### config.mk
export PLATFORM = sky130hd
export DESIGN_NAME = p1_sprite_renderer
export DESIGN_NICKNAME = d
export VERILOG_FILES = /design/src/rtl/sprite_pkg.sv /design/src/rtl/sprite_addr_calc.sv /design/src/rtl/p1_sprite_renderer.sv
export SDC_FILE = /design/constraint.sdc
export NUM_CORES = 1
export LEC_CHECK = 0
export CAP_MARGIN = 40
export CORE_UTILIZATION = 45
export CTS_CLUSTER_SIZE = 10
export DETAILED_ROUTE_END_ITERATION = 12
export GPL_TIMING_DRIVEN = 0
export PLACE_DENSITY = 0.73
export SYNTH_ARGS = -nofsm -noshare
export SYNTH_HDL_FRONTEND = slang
export SYNTH_SLANG_ARGS = --single-unit
### constraint.sdc
create_clock -name clk -period 3.1 [get_ports clk]
set_input_delay 0.31 -clock clk [delete_from_list [all_inputs] [get_ports clk]]
set_output_delay 0.31 -clock clk [all_outputs]
set_load 0.02 [all_outputs]
### src/rtl/sprite_pkg.sv
// Shared constants and types for the sprite renderer.
package sprite_pkg;

    localparam int unsigned SPRITE_W_DEF = 128;
    localparam int unsigned SPRITE_H_DEF = 128;
    localparam int unsigned ROM_AW       = 14;
    localparam int unsigned RGB_W        = 12;
    localparam int unsigned COORD_W      = 10;
    localparam logic [RGB_W-1:0] TRANSPARENT_DEF = 12'hF0F;

    localparam int unsigned H_VISIBLE = 640;
    localparam int unsigned V_VISIBLE = 480;

    typedef enum logic {
        WAIT_FRAME = 1'b0,
        RUN        = 1'b1
    } state_e;

endpackage

### src/rtl/sprite_addr_calc.sv
// Combinational box test and sprite ROM address generation.
// Horizontal mirroring exists only when P1_SPRITE_FLIP_EN is defined.
module sprite_addr_calc
    import sprite_pkg::*;
#(
    parameter int unsigned SPRITE_W = SPRITE_W_DEF,
    parameter int unsigned SPRITE_H = SPRITE_H_DEF
) (
    input  logic [COORD_W-1:0] hcount,
    input  logic [COORD_W-1:0] vcount,
    input  logic [COORD_W-1:0] px,
    input  logic [COORD_W-1:0] py,
    input  logic               video_on,
    input  logic               flip,
    output logic               in_box_c,
    output logic [ROM_AW-1:0]  addr_c
);

    localparam int unsigned SUM_W = COORD_W + 1;

    logic [SUM_W-1:0] h_ext;
    logic [SUM_W-1:0] v_ext;
    logic [SUM_W-1:0] x_lo;
    logic [SUM_W-1:0] x_hi;
    logic [SUM_W-1:0] y_lo;
    logic [SUM_W-1:0] y_hi;
    logic [SUM_W-1:0] col_off;
    logic [SUM_W-1:0] row_off;
    logic [SUM_W-1:0] col;

`ifndef P1_SPRITE_FLIP_EN
    logic unused_flip;
    assign unused_flip = flip;
`endif

    // One extra bit keeps the far edge from wrapping past 1023.
    always_comb begin
        h_ext    = SUM_W'(hcount);
        v_ext    = SUM_W'(vcount);
        x_lo     = SUM_W'(px);
        y_lo     = SUM_W'(py);
        x_hi     = x_lo + SUM_W'(SPRITE_W - 1);
        y_hi     = y_lo + SUM_W'(SPRITE_H - 1);
        in_box_c = video_on && (h_ext >= x_lo) && (h_ext <= x_hi)
                            && (v_ext >= y_lo) && (v_ext <= y_hi);
        col_off  = h_ext - x_lo;
        row_off  = v_ext - y_lo;
`ifdef P1_SPRITE_FLIP_EN
        col      = flip ? (SUM_W'(SPRITE_W - 1) - col_off) : col_off;
`else
        col      = col_off;
`endif
        addr_c   = ROM_AW'(row_off) * ROM_AW'(SPRITE_W) + ROM_AW'(col);
    end

endmodule

### src/rtl/p1_sprite_renderer.sv
// Three-stage sprite pipeline: box/address, ROM align, colour-key output.
// Optional horizontal mirror enabled by defining P1_SPRITE_FLIP_EN.
module p1_sprite_renderer
    import sprite_pkg::*;
#(
    parameter int unsigned       SPRITE_W    = SPRITE_W_DEF,
    parameter int unsigned       SPRITE_H    = SPRITE_H_DEF,
    parameter logic [RGB_W-1:0]  TRANSPARENT = TRANSPARENT_DEF
) (
    input  logic               clk,
    input  logic               reset,
    input  logic [COORD_W-1:0] hcount,
    input  logic [COORD_W-1:0] vcount,
    input  logic               video_on,
    input  logic               frame_start,
    input  logic [COORD_W-1:0] pos_x,
    input  logic [COORD_W-1:0] pos_y,
    input  logic               facing_left,
    output logic [ROM_AW-1:0]  rom_addr,
    input  logic [RGB_W-1:0]   rom_data,
    output logic [RGB_W-1:0]   pixel_out,
    output logic               pixel_valid
);

    state_e             state_q, state_d;
    logic [COORD_W-1:0] px_q, px_d;
    logic [COORD_W-1:0] py_q, py_d;
    logic               in_box_q, in_box_d;
    logic               in_box_dly_q, in_box_dly_d;
    logic [ROM_AW-1:0]  rom_addr_q, rom_addr_d;
    logic [RGB_W-1:0]   pixel_out_q, pixel_out_d;
    logic               pixel_valid_q, pixel_valid_d;
    logic               flip_c;
    logic               calc_in_box_c;
    logic [ROM_AW-1:0]  calc_addr_c;
    logic               hit_c;

`ifdef P1_SPRITE_FLIP_EN
    logic flip_q, flip_d;
    assign flip_c = flip_q;
`else
    logic unused_facing_left;
    assign unused_facing_left = facing_left;
    assign flip_c             = 1'b0;
`endif

    sprite_addr_calc #(
        .SPRITE_W (SPRITE_W),
        .SPRITE_H (SPRITE_H)
    ) u_addr_calc (
        .hcount   (hcount),
        .vcount   (vcount),
        .px       (px_q),
        .py       (py_q),
        .video_on (video_on),
        .flip     (flip_c),
        .in_box_c (calc_in_box_c),
        .addr_c   (calc_addr_c)
    );

    // Next state, position latch and pipeline stages.
    always_comb begin
        state_d       = state_q;
        px_d          = px_q;
        py_d          = py_q;
`ifdef P1_SPRITE_FLIP_EN
        flip_d        = flip_q;
`endif
        hit_c         = (state_q == RUN) && calc_in_box_c;
        in_box_d      = hit_c;
        rom_addr_d    = hit_c ? calc_addr_c : rom_addr_q;
        in_box_dly_d  = in_box_q;
        pixel_valid_d = in_box_dly_q && (rom_data != TRANSPARENT);
        pixel_out_d   = pixel_valid_d ? rom_data : RGB_W'(0);

        if (frame_start) begin
            state_d = RUN;
            px_d    = pos_x;
            py_d    = pos_y;
`ifdef P1_SPRITE_FLIP_EN
            flip_d  = facing_left;
`endif
        end
    end

    always_ff @(posedge clk) begin
        if (reset) begin
            state_q       <= WAIT_FRAME;
            px_q          <= '0;
            py_q          <= '0;
`ifdef P1_SPRITE_FLIP_EN
            flip_q        <= 1'b0;
`endif
            in_box_q      <= 1'b0;
            in_box_dly_q  <= 1'b0;
            rom_addr_q    <= '0;
            pixel_out_q   <= '0;
            pixel_valid_q <= 1'b0;
        end else begin
            state_q       <= state_d;
            px_q          <= px_d;
            py_q          <= py_d;
`ifdef P1_SPRITE_FLIP_EN
            flip_q        <= flip_d;
`endif
            in_box_q      <= in_box_d;
            in_box_dly_q  <= in_box_dly_d;
            rom_addr_q    <= rom_addr_d;
            pixel_out_q   <= pixel_out_d;
            pixel_valid_q <= pixel_valid_d;
        end
    end

    assign rom_addr    = rom_addr_q;
    assign pixel_out   = pixel_out_q;
    assign pixel_valid = pixel_valid_q;

endmodule

Word-level counts from Yosys, hierarchy flattened:

Index checks and enable logic that the tools add are counted.

* add/subtract/negate cells: 5
* multipliers: 0
* divide/modulo/power cells: 0
* order comparisons: 4
* equal/unequal tests: 1
* shifts and indexed selects: 0
* muxes and demuxes: 0
* bitwise operators: 1
* reductions and logical operators: 7

Operators with widths (number)
* adder 10 x 7 -> 11 bit (second input constant): 2
* less-or-equal comparator 10 x 11 -> 1 bit: 2
* >= comparator 10 bit: 2
* adder 14 x 11 -> 14 bit: 1
* != test 12 bit (second input constant): 1
* subtractor 10 x 10 -> 11 bit: 1
* subtractor 7 bit: 1
* logical AND 1 bit: 6
* OR reduction 2 bit: 1
* NOT 1 bit: 1

* bits in registers: 50
* bits in latches: 0
* bits in writable memories: 0
* memory bits (read-only): 0
* bits of input ports: 57
* memories kept: 0

Longest topological paths before layout:

* depth after elaboration: 6
* mapped depth: 18
* depth with buffers taken out: 18

Modules after synthesis:

A second synthesis with hierarchy kept.

* cells, all modules: 406
* area, all modules: 3613.5 um^2

By module, submodules not included
* p1_sprite_renderer: times used 1, cells each 181, area an instance 1911.8 um^2, sequential area each 1001.0 um^2
* sprite_addr_calc: times used 1, cells each 225, area an instance 1701.6 um^2, sequential area each 0.0 um^2

Worst setup path after synthesis:

No wires, ideal clock.

* kind: reg2reg
* start: reg px_q[1]
* end: reg rom_addr_q[13], in the netlist rom_addr[13]
* setup time: 0.086 ns
* arrival: 3.061 ns
* path slack: -0.047 ns
* cell stages (with the launch flop): 19
* path buffers: 0
* period minus slack after synthesis: 3.147 ns
* cell sequence: dfxtp_1 inv_1 ha_1 nor2b_4 o31a_1 o31a_1 o21a_1 nor2_1 xnor2_1 ha_1 inv_1 fa_1 nor2b_1 o21ai_0 nand2b_1 nand2_1 nor2_1 xnor2_1 a211oi_1

* longest elaborated chain between the ends: 6

RTL lines
* start: declaration: line p1_sprite_renderer.sv:26 `logic [COORD_W-1:0] px_q, px_d;`
* start signal: assignment: line p1_sprite_renderer.sv:101 `px_q <= px_d;`
* adder 10 x 7 -> 11 bit or >= comparator 10 bit (tied branches): line sprite_addr_calc.sv:42, sprite_addr_calc.sv:44
* less-or-equal comparator 10 x 11 -> 1 bit or logical AND 1 bit (tied branches): line sprite_addr_calc.sv:44 `in_box_c = video_on && (h_ext >= x_lo) && (h_ext <= x_hi)`
* logical AND 1 bit: line sprite_addr_calc.sv:44
* logical AND 1 bit (2 in series): line sprite_addr_calc.sv:45 `&& (v_ext >= y_lo) && (v_ext <= y_hi);`
* logical AND 1 bit: line p1_sprite_renderer.sv:69 `hit_c = (state_q == RUN) && calc_in_box_c;`
* end signal: assignment: line p1_sprite_renderer.sv:108 `rom_addr_q <= rom_addr_d;`
* end: declaration: line p1_sprite_renderer.sv:30 `logic [ROM_AW-1:0] rom_addr_q, rom_addr_d;`

Several ways; a longest one is shown, not always the timed one.
A chain may end at the register's enable or synchronous reset.

Final worst setup path:

* start: reg px_q[2]
* end: reg rom_addr_q[12], in the netlist rom_addr[12]

Same word-level chain as after synthesis.

==> summary.md <==
| Metric | Value |
|---|---|
| Final Cycle Share | `102%` |
| Endpoints failing setup | `11` |
| Register area share after synthesis | `28.9%` |
| Drc violations | `0` |
| Fin Setup TNS | `-0.522 ns` |
| Initial DRC Count | `165` |
| Die Area | `0.00805 mm^2` |
| Worst hold path cell count | `3` |
| RR Endpoint | `rom_addr[12]$_SDFFE_PP0P_` |
| Vias in the first global route | `2,968` |
| # rows | `31` |
| Final WS setup | `-0.0771 ns` |
| Inserted Clock Buffers | `5` |
| Later-pin clock latency in the skew report | `0.31 ns` |
| Syn-to-layout area delta | `41.2%` |
| Syn Std Cell Area | `0.00346 mm^2` |
| Crit-path max FO | `5` |
| Final Max Tran Viols | `0` |
| HP Start | `frame_start` |
| CTS tree | `done` |
| First-pass GRT wire length | `13,400 um` |
| CTS hold repair buffers | `0` |
| R2R Path Start | `px_q[2]$_SDFFE_PP0P_` |
| CTS Buffer Depth | `2` |
| Final WL | `8370 um` |
| Root buffer cell | `clkbuf_8` |
| Kind of critical path | `reg -> reg` |
| Fmax | `315 MHz` |
| Critical Path Start Type | `flop` |
| Synth cell types | `47` |
| NumNets Final | `605` |
| Post-synthesis register bit count | `50` |
| Die height | `89.7 um` |
| Filler instances | `586` |
| Synth Area per Inst | `8.85 um^2` |
| Min-delay worst type | `in -> reg` |
| DR pass1 iterations | `4` |
| GRT Total Usage | `22.0%` |
| Fin crit period | `3.18 ns` |
| H-tree depth | `2` |
| Routability congestion estimate | `0.836` |
| YS warnings | `0` |
| CP Data Arrival Time | `3.36 ns` |
| RSZ-0062 raised after global routing | `true` |
| Via count | `3,091` |
| Layout cell share with drive strength beyond 1 | `15.2%` |
| Io pins | `84` |
| WHS Endpoint | `py_q[9]$_SDFFE_PP0P_` |
| Cells after synthesis | `391` |
| Wire per inst | `14.0 um` |
| Crit. End Element | `flop` |
| Routed Antenna Nets | `0` |
| Largest net degree at the start of global routing | `17` |
| Worst reg-to-reg setup slack | `-0.08 ns` |
| Clock Pin Slew Worst Setup and Hold Paths | `0.09 ns` |
| Worst-Margin Slew | `0.688 ns` |
| Chip width | `89.7 um` |
| Core Box Area | `0.00733 mm^2` |
| Worst r2r path cells | `17` |
| Antenna violations before repair | `0` |
| Pwr Total | `1870 uW` |
| Post-Syn Nets | `497` |
| Post-Place Cell Area | `0.00440 mm^2` |
| CTS sink count | `50` |
| PD cells | `383 mW/mm^2` |
| Fin. Hold Viols | `0` |
| Leak pwr | `0.00208 uW` |
| Initial Util | `47.2%` |
| Routed vias/inst | `5.16` |
| Failing checks | `negative setup slack` |
| Port Buffers | `81` |
| DP HPWL | `6350 um` |
| Peak VDD IR | `0.198 mV` |
| Antenna Cells | `0` |
| Congestion Overflow GR | `0` |
| Slew headroom | `54.1%` |
| Max-cap violation count | `0` |
| Run status | `finished with violations` |
| Clock Skews | `0.00515 ns` |
| Post-route cell area | `0.00489 mm^2` |
| Critical path required time | `3.28 ns` |
==> worst max-delay path by stage <==
stage	slack, ns	to	from	cells after the start
after floorplan	0.02	rom_addr[12]$_SDFFE_PP0P_	px_q[2]$_SDFFE_PP0P_	17
after global placement	-0.65	rom_addr[12]$_SDFFE_PP0P_	hcount[0]	19
after detailed placement	-0.68	rom_addr[12]$_SDFFE_PP0P_	hcount[0]	19
after CTS	-0.19	rom_addr[13]$_SDFFE_PP0P_	px_q[1]$_SDFFE_PP0P_	18
after global routing	-0.26	rom_addr[12]$_SDFFE_PP0P_	px_q[2]$_SDFFE_PP0P_	17
final	-0.08	rom_addr[12]$_SDFFE_PP0P_	px_q[2]$_SDFFE_PP0P_	17
==> power by group <==
| group | switching (uW) | internal, uW |
|---|---|---|
| combinational | 345 | 376 |
| sequential | 19.1 | 662 |
| clock | 230 | 242 |
| total | 594 | 1280 |
==> stage by stage <==
step / utilization, % / setup slack [ns] / hold WS [ns] / cells
global route: 66.6 / -0.256 / 0.352 / 599
floorplan: - / 0.0196 / 0.414 / 391
global placement: 60.1 / -0.650 / 0.418 / 571
CTS: 65.4 / -0.188 / 0.339 / 596
detailed placement: 60.1 / -0.681 / 0.425 / 571
finish: 66.6 / -0.0771 / 0.328 / 599
==> what timing repair did <==
item                                   4_1_cts  5_1_grt
setup endpoints to repair                   12       15
endpoints found under the hold margin        0        0
setup buffers                               16        3
gates cloned                                 1        0
pin swaps                                   16       30
gates resized for setup                     35       19
==> cells in the mapped netlist (all sizes together) <==
master	n	area, um^2
nor2	52	205
dfxtp	50	1000
ha	46	576
inv	32	120
mux2i	31	310
xnor2	22	193
o21ai	16	80.1
a21oi	14	70.1
and2	14	87.6
nor2b	12	82.6
nand2	11	43.8
nand3	10	50.1
o21a	9	67.6
nor3	7	35.0
clkbuf	6	22.5
nand4	6	52.6
a211oi	5	37.5
buf	5	35.0
o31a	4	35.0
a2111oi	3	26.3
a21o	3	22.5
fa	3	60.1
nand4b	3	26.3
or4	3	33.8
xor2	3	26.3
a221o	2	20.0
a31oi	2	12.5
and3	2	12.5
nand2b	2	12.5
nor3b	2	15.0
or3	2	12.5
a211o	1	8.76
a311oi	1	8.76
a41oi	1	8.76
nand4bb	1	11.3
nor4	1	6.26
o2111ai	1	8.76
o211ai	1	7.51
o21bai	1	7.51
o311ai	1	8.76
==> critical path, cell delays in order, from the launching register on <==
cell	delay, ns
dfxtp_4	0.39
inv_2	0.06
ha_4	0.23
nor2b_1	0.13
o21a_1	0.18
o21a_1	0.21
o31a_1	0.27
o21ai_1	0.13
nand2b_1	0.14
xnor2_1	0.16
ha_1	0.30
a21o_1	0.20
a21oi_2	0.17
nor2b_1	0.06
o21ai_1	0.14
xor2_1	0.08
mux2i_1	0.15
nor2_1	0.05
==> final cells by class <==
class	instances	area, um^2	area share (%)
multi-input cells	298	2460	50.3
well taps	99	124	2.54
repair buffers	101	997	20.4
inverters	32	123	2.51
plain buffers	11	57.6	1.18
clock inverters	3	43.8	0.896
flip-flops and latches	50	1020	20.8
clock buffers	5	68.8	1.41
==> sequential cells by signal, summed over array words and instances (netlist names) <==
register / flops
rom_addr: 14
pixel_out: 12
px_q: 10
py_q: 10
in_box_dly_d: 1
in_box_dly_q: 1
pixel_valid: 1
state_q: 1
==> cells by family (layout without fill, tap and decap cells) <==
| logic type | count (synthesis) | in the layout | share of synthesized area [%] |
|---|---|---|---|
| xor+xnor | 25 | 25 | 6.33 |
| compound gates | 65 | 65 | 12.4 |
| buf+inv | 43 | 152 | 5.13 |
| simple gates | 128 | 128 | 19.8 |
| mux | 31 | 31 | 8.97 |
| fa+ha+maj | 49 | 49 | 18.4 |
| flops | 50 | 50 | 28.9 |
==> layer usage <==
layer  GRT usage (%)  vias to the layer above  routed length [um]
met4            7.36                        0                 116
met2            39.4                       77                4060
li1                -                     1585                   -
met5               0                        -                   0
met3            4.48                       10                 365
met1            26.2                     1419                3820
==> cells in the final DEF (no fill, tap or decap), drive strengths merged, types with 2 or more instances in the layout <==
cell type      netlist  final
fa                   3      3
nand2               11     11
a21oi               14     14
a2111oi              3      3
a221o                2      2
and2                14     14
dfxtp               50     50
nor3                 7      7
o21ai               16     16
nor3b                2      2
nor2b               12     12
buf                  5     25
nand2b               2      2
o21a                 9      9
clkdlybuf4s50        0     78
xnor2               22     22
xor2                 3      3
nor2                52     52
inv                 32     33
and3                 2      2
a31oi                2      2
a211oi               5      5
nand4                6      6
or3                  2      2
mux2i               31     31
nand3               10     10
nand4b               3      3
or4                  3      3
dlygate4sd2          0      3
ha                  46     46
clkbuf               6     11
a21o                 3      3
o31a                 4      4
No activity file was read; power rests on OpenSTA's default activity.
